`src/rtl/sdr_cas_pkg.sv`:
```
// Shared constants, types and helpers for the SDRAM read-capture path.
package sdr_cas_pkg;

  localparam int CAS_MIN  = 2;
  localparam int CAS_MAX  = 3;
  localparam int RD_BL_W  = 3;
  localparam int RD_TAG_W = 4;

  typedef logic [2:0] cas_t;

  // One READ travelling down the CAS delay line.
  typedef struct packed {
    logic                vld;
    logic [RD_BL_W-1:0]  len;
    logic [RD_TAG_W-1:0] tag;
  } rd_token_t;

  // True when the requested CAS latency lies inside the supported window.
  function automatic logic cas_legal(input cas_t value, input int lo, input int hi);
    return (int'(value) >= lo) && (int'(value) <= hi);
  endfunction

endpackage

```
`src/rtl/sdr_rd_delay_line.sv`:
```
// Shift register of READ tokens with a tap chosen by the latched CAS latency.
module sdr_rd_delay_line
  import sdr_cas_pkg::*;
#(
  parameter int DEPTH = CAS_MAX
) (
  input  logic      i_clk,
  input  logic      i_reset,
  input  rd_token_t i_token,
  input  cas_t      i_tap_sel,
  output rd_token_t o_tap,
  output logic      o_any_vld
);

  rd_token_t r_stage [DEPTH];

  // Advance every token one stage per clock; stage 0 holds the token issued last cycle.
  always_ff @(posedge i_clk or posedge i_reset) begin
    if (i_reset) begin
      for (int k = 0; k < DEPTH; k++) r_stage[k] <= '0;
    end else begin
      r_stage[0] <= i_token;
      for (int k = 1; k < DEPTH; k++) r_stage[k] <= r_stage[k-1];
    end
  end

  // Select the tap (stage number equals latency) and flag any token still in flight.
  always_comb begin
    o_tap     = '0;
    o_any_vld = 1'b0;
    for (int k = 0; k < DEPTH; k++) begin
      if (int'(i_tap_sel) == k + 1) o_tap = r_stage[k];
      o_any_vld = o_any_vld | r_stage[k].vld;
    end
  end

endmodule

```
`src/rtl/sdr_cas_rd_capture.sv`:
```
// Read-data capture: delays each READ by the CAS latency, then samples the burst off DQ.
module sdr_cas_rd_capture #(
  parameter int DW      = 16,
  parameter int BL_W    = sdr_cas_pkg::RD_BL_W,
  parameter int TAG_W   = sdr_cas_pkg::RD_TAG_W,
  parameter int CAS_MIN = sdr_cas_pkg::CAS_MIN,
  parameter int CAS_MAX = sdr_cas_pkg::CAS_MAX
) (
  input  logic             i_clk,
  input  logic             i_reset,
  input  logic [2:0]       i_cfg_sdr_cas,
  input  logic             i_rd_cmd,
  input  logic [BL_W-1:0]  i_rd_len,
  input  logic [TAG_W-1:0] i_rd_tag,
  input  logic [DW-1:0]    i_sdr_dq_in,
  output logic [DW-1:0]    o_rd_data,
  output logic             o_rd_data_valid,
  output logic             o_rd_data_last,
  output logic [TAG_W-1:0] o_rd_data_tag,
  output logic             o_pipe_busy,
  output logic             o_cas_cfg_err
);

  import sdr_cas_pkg::*;

  cas_t             r_cas_lat;
  logic             r_cas_cfg_err;
  logic [BL_W-1:0]  r_beats_left;
  logic [DW-1:0]    r_rd_data;
  logic             r_rd_valid;
  logic             r_rd_last;
  logic [TAG_W-1:0] r_rd_tag;

  rd_token_t        w_in_tok;
  rd_token_t        w_tap;
  logic             w_line_busy;
  logic             w_pipe_busy;

  // Package the incoming command as a token for the delay line.
  always_comb begin
    w_in_tok     = '0;
    w_in_tok.vld = i_rd_cmd;
    w_in_tok.len = i_rd_len;
    w_in_tok.tag = i_rd_tag;
  end

  sdr_rd_delay_line #(
    .DEPTH (CAS_MAX)
  ) u_delay_line (
    .i_clk     (i_clk),
    .i_reset   (i_reset),
    .i_token   (w_in_tok),
    .i_tap_sel (r_cas_lat),
    .o_tap     (w_tap),
    .o_any_vld (w_line_busy)
  );

  // Busy covers tokens in the line, remaining beats, and the beat currently presented.
  always_comb begin
    w_pipe_busy = w_line_busy | (r_beats_left != '0) | r_rd_valid;
  end

  // Latency only changes when nothing is in flight, so a burst never sees it move.
  always_ff @(posedge i_clk or posedge i_reset) begin
    if (i_reset) begin
      r_cas_lat     <= cas_t'(CAS_MAX);
      r_cas_cfg_err <= 1'b0;
    end else if (!w_pipe_busy && !i_rd_cmd) begin
      if (cas_legal(i_cfg_sdr_cas, CAS_MIN, CAS_MAX)) begin
        r_cas_lat     <= i_cfg_sdr_cas;
        r_cas_cfg_err <= 1'b0;
      end else begin
        r_cas_lat     <= cas_t'(CAS_MAX);
        r_cas_cfg_err <= 1'b1;
      end
    end
  end

  // Burst engine: a fresh tap always wins, which aborts any burst still running.
  always_ff @(posedge i_clk or posedge i_reset) begin
    if (i_reset) begin
      r_beats_left <= '0;
      r_rd_data    <= '0;
      r_rd_valid   <= 1'b0;
      r_rd_last    <= 1'b0;
      r_rd_tag     <= '0;
    end else if (w_tap.vld) begin
      r_rd_data    <= i_sdr_dq_in;
      r_rd_valid   <= 1'b1;
      r_rd_last    <= (w_tap.len == '0);
      r_rd_tag     <= w_tap.tag;
      r_beats_left <= w_tap.len;
    end else if (r_beats_left != '0) begin
      r_rd_data    <= i_sdr_dq_in;
      r_rd_valid   <= 1'b1;
      r_rd_last    <= (r_beats_left == BL_W'(1));
      r_beats_left <= r_beats_left - BL_W'(1);
    end else begin
      r_rd_valid   <= 1'b0;
      r_rd_last    <= 1'b0;
    end
  end

  assign o_rd_data       = r_rd_data;
  assign o_rd_data_valid = r_rd_valid;
  assign o_rd_data_last  = r_rd_last;
  assign o_rd_data_tag   = r_rd_tag;
  assign o_pipe_busy     = w_pipe_busy;
  assign o_cas_cfg_err   = r_cas_cfg_err;

endmodule

```
`config.mk`:
```
export PLATFORM = sky130hd
export DESIGN_NAME = sdr_cas_rd_capture
export DESIGN_NICKNAME = d
export VERILOG_FILES = /design/src/rtl/sdr_cas_pkg.sv /design/src/rtl/sdr_rd_delay_line.sv /design/src/rtl/sdr_cas_rd_capture.sv
export SDC_FILE = /design/constraint.sdc
export NUM_CORES = 1
export LEC_CHECK = 0
export BUFFER_PORTS_ARGS = -buffer_cell sky130_fd_sc_hd__buf_2
export CAP_MARGIN = 20
export CORE_MARGIN = 3
export CORE_UTILIZATION = 40
export CTS_BUF_LIST = sky130_fd_sc_hd__clkbuf_4 sky130_fd_sc_hd__clkbuf_8
export CTS_CLUSTER_DIAMETER = 40
export CTS_CLUSTER_SIZE = 25
export DETAILED_ROUTE_END_ITERATION = 7
export GPL_TIMING_DRIVEN = 1
export SYNTH_ARGS = -nofsm -noshare
export SYNTH_HDL_FRONTEND = slang
export SYNTH_HIERARCHICAL = 1
export SYNTH_SLANG_ARGS = --single-unit
export TNS_END_PERCENT = 30
```
`constraint.sdc`:
```
create_clock -name i_clk -period 2.65 [get_ports i_clk]
set_input_delay 0.1325 -clock i_clk [delete_from_list [all_inputs] [get_ports i_clk]]
set_output_delay 0.1325 -clock i_clk [all_outputs]
set_load 0.05 [all_outputs]
```
==> results.tsv <==
stage	metric	value	unit
outcome	status	completed	
clock_network	Post-CTS Hold Buffers	9	
synthesis	Unique masters post-synth	32	
power_and_ir_drop	Net Sw Power	825	uW
layout	Nets	234	
die	I/O Pins	53	
die	Site Rows	25	
drt	Antenna Violating Nets Remaining	0	
layout	final core utilization	52.2	%
timing	Period Utilization, post-route	78.7	%
die	die width	77.2	um
drt	DRC Markers	0	
synthesis	Synth Register Bits	53	
placed_design	placed wire-length estimate	2.54	mm
die	die height	77.2	um
global_routing	GRT overflow	0	
synthesis	cell count after synthesis	139	
timing	worst clock skew	0.00635	ns
critical_path	WS Path Type	reg2reg	
power_and_ir_drop	Reg power frac	46.7	%
clock_network	clk root buf	clkbuf_8	
timing	Slew @ Worst Pin	0.889	ns
layout	filler cell count	437	
die	initial core utilization	42.1	%
min_path	Hold Crit Class	in2reg	
clock_network	H-Tree Depth	2	
placed_design	port bufs	52	
synthesis	Syn Nets	171	
power_and_ir_drop	switching share of total power	37.4	%
timing	final count of negative-setup-slack endpoints	0	
power_and_ir_drop	cell-internal power	1380	uW
drt	via count	1259	
power_and_ir_drop	Leak	0.00118	uW
synthesis	post-synth top area share	63.0	%
global_routing	first-pass GRT wire length	6.39	mm
timing	max_slew headroom	40.7	%
global_routing	GR Util All Layers	13.6	%
placed_design	placed cell areas	2340	um2
power_and_ir_drop	Max VDD drop	0.346	mV
layout	share of layout cells above drive strength 1	43.3	%
placed_design	RD Place Congestion	0.738	
drt	Starting DRT DRC Count	47	
synthesis	sequential area share after synthesis	65.6	%
critical_path	CP startpoint kind	flop	
critical_path	worst-path maximum fanout	19	
synthesis	Synth Cell Area	2030	um2
synthesis	mean area per synthesized cell	14.6	um2
clock_network	clk slew on worst S/H paths	0.09	ns
timing	max-slew violations	0	
power_and_ir_drop	Clk pwr share	19.5	%
clock_network	CTS tree	done	
clock_network	maximum clock path buffer count	2	
die	Die ar.	5950	um2
clock_network	Worst-Skew Late Latency	0.30	ns
global_routing	vias in the first global route	1356	
drt	wire length per cell	13.4	um
placed_design	Placed Instances	253	
critical_path	Arrival @ worst endpoint	2.27	ns
run	maxcap violations	0	
die	core area	4820	um2
synthesis	biggest area consumer among synthesized cells	dfrtp_1	
timing	RSZ-0062 raised after global routing	no	
timing	Fmax	480	MHz
layout	Inserted Diodes	0	
global_routing	initial antenna violation count	0	
timing	Final Hold Viols	0	
clock_network	clock sinks	53	
synthesis	Area contributors post-synth	dfrtp_1 (63%), mux2_2 (11%), mux2i_1 (4.9%)	
timing	Final TNS setup	0	ns
clock_network	PostCTS Resize Cnt	0	
layout	synthesis-to-layout area growth	24.0	%
timing	minimum clock period	2.09	ns
critical_path	CP Capture Type	flop	
global_routing	largest net degree at the start of global routing	30	
clock_network	# Post-CTS Setup Buffers	0	
critical_path	Worst EP required	2.83	ns
layout	cell area after layout	2510	um2
drt	final wirelength	3.61	mm
drt	First-pass DRT Iterations	4	
layout	Final Non-Filler Cells	270	
power_and_ir_drop	Comb power frac	33.8	%
power_and_ir_drop	power per cell area	878	nW/um2
clock_network	CTS Buf Count	5	
synthesis	Ys Warns	6	
drt	DR vias/cell	4.66	
-- sequential cells by signal, summed over array words and instances (netlist names) --
register              cells
o_cas_cfg_err             1
o_rd_data                16
o_rd_data_last            1
o_rd_data_tag             4
o_rd_data_valid           1
r_beats_left              3
r_cas_lat                 3
u_delay_line/r_stage     24
-- synth_stat cells (all sizes together) --
cell type,n
a211oi,8
a21oi,8
and2b,1
buf,6
clkbuf,2
dfrtp,51
dfstp,2
ha,3
inv,7
mux2,21
mux2i,10
nand2,4
nand2b,1
nor2,2
nor2b,1
nor3,1
nor3b,1
o21ai,3
o21bai,1
o41a,1
o41ai,1
or2,1
or3,1
or4b,1
xnor2,1
-- stage by stage --
| step | setup slack (ns) | hold slack (ns) | total power [uW] |
|---|---|---|---|
| global route | 0.435 | 0.0522 | 2340 |
| global placement | 0.664 | 0.226 | 1770 |
| CTS | 0.544 | 0.0447 | 2240 |
| floorplan | 0.682 | 0.147 | 1620 |
| finish | 0.565 | 0.0583 | 2210 |
| detailed placement | 0.578 | 0.237 | 1790 |
-- power groups by stage --
stage / sequential, uW / clock [uW] / combinational (uW)
2_1_floorplan: 1290 / 0 / 330
3_5_place_dp: 1050 / 0 / 744
3_3_place_gp: 1040 / 0 / 726
5_1_grt: 1050 / 483 / 802
4_1_cts: 1030 / 454 / 755
6_report: 1030 / 430 / 745
-- routing by layer --
metal | part of all wire, % | wire length, um | vias up | global-route usage [%]
met1 | 43 | 1550 | 618 | 16.6
met3 | 4.8 | 175 | 2 | 4.23
met2 | 52 | 1860 | 30 | 22.8
li1 | - | - | 609 | -
met5 | 0 | 0 | - | 0
met4 | 0.75 | 27 | 0 | 4.80
-- placed cells by master (no fill, tap or decap) --
cell type and instances:
nor2_1 1, o41a_1 1, clkinvlp_4 1, ha_1 3, mux2_2 20, dlygate4sd3_1 9, clkbuf_8 5, clkinv_2 2
o21ai_0 3, mux2_1 1, nor3_1 1, inv_1 7, and2b_1 1, dfstp_2 2, or4b_4 1, nor2b_1 1
nor3b_2 1, or3_1 1, buf_4 3, or2_1 1, a21oi_1 8, nand2b_1 1, a211oi_1 8, nor2_2 1
mux2i_1 10, buf_2 52, nand2_1 4, dfrtp_1 51, xnor2_1 1, o41ai_1 1, o21bai_1 1
-- critical path, stage by stage (launching register included) --
cell	delay [ns]
dfstp_2	0.78
mux2i_1	0.25
a211oi_1	0.12
nor3b_2	0.18
buf_4	0.27
mux2_2	0.37
-- logic make-up after synthesis --
family | count (synthesis) | synth area share [%]
buf+inv | 15 | 4.32
flops | 53 | 65.6
simple gates | 14 | 4.14
xor+xnor | 1 | 0.432
fa+ha+maj | 3 | 1.85
compound gates | 22 | 7.04
mux | 31 | 16.6
-- path summary, 6_finish.rpt --
check                                               end  cells after the start  slack (ns)                     start
worst max-delay path                       o_rd_data[2]                      5        0.56              r_cas_lat[1]
worst min-delay path                       o_rd_data[4]                      2        0.06            i_sdr_dq_in[4]
worst max register to register             o_rd_data[2]                      5        0.56              r_cas_lat[1]
worst min register to register  u_delay_line/r_stage[5]                      0        0.38  u_delay_line/r_stage[13]
max in group asynchronous       u_delay_line/r_stage[1]                      3        1.54                   i_reset
min in group asynchronous              o_rd_data_tag[3]                      4        0.44                   i_reset
-- layout make-up --
class                   count  area (um2)  share of cell area [%]
flip-flops and latches     53        1330                    52.9
well taps                  67        83.8                    3.34
clock buffers               5        68.8                    2.74
inverters                   7        26.3                    1.05
multi-input cells          71         614                    24.5
clock inverters             3        17.5                   0.697
repair buffers             64         373                    14.8
(Power assumes the default switching activity.)
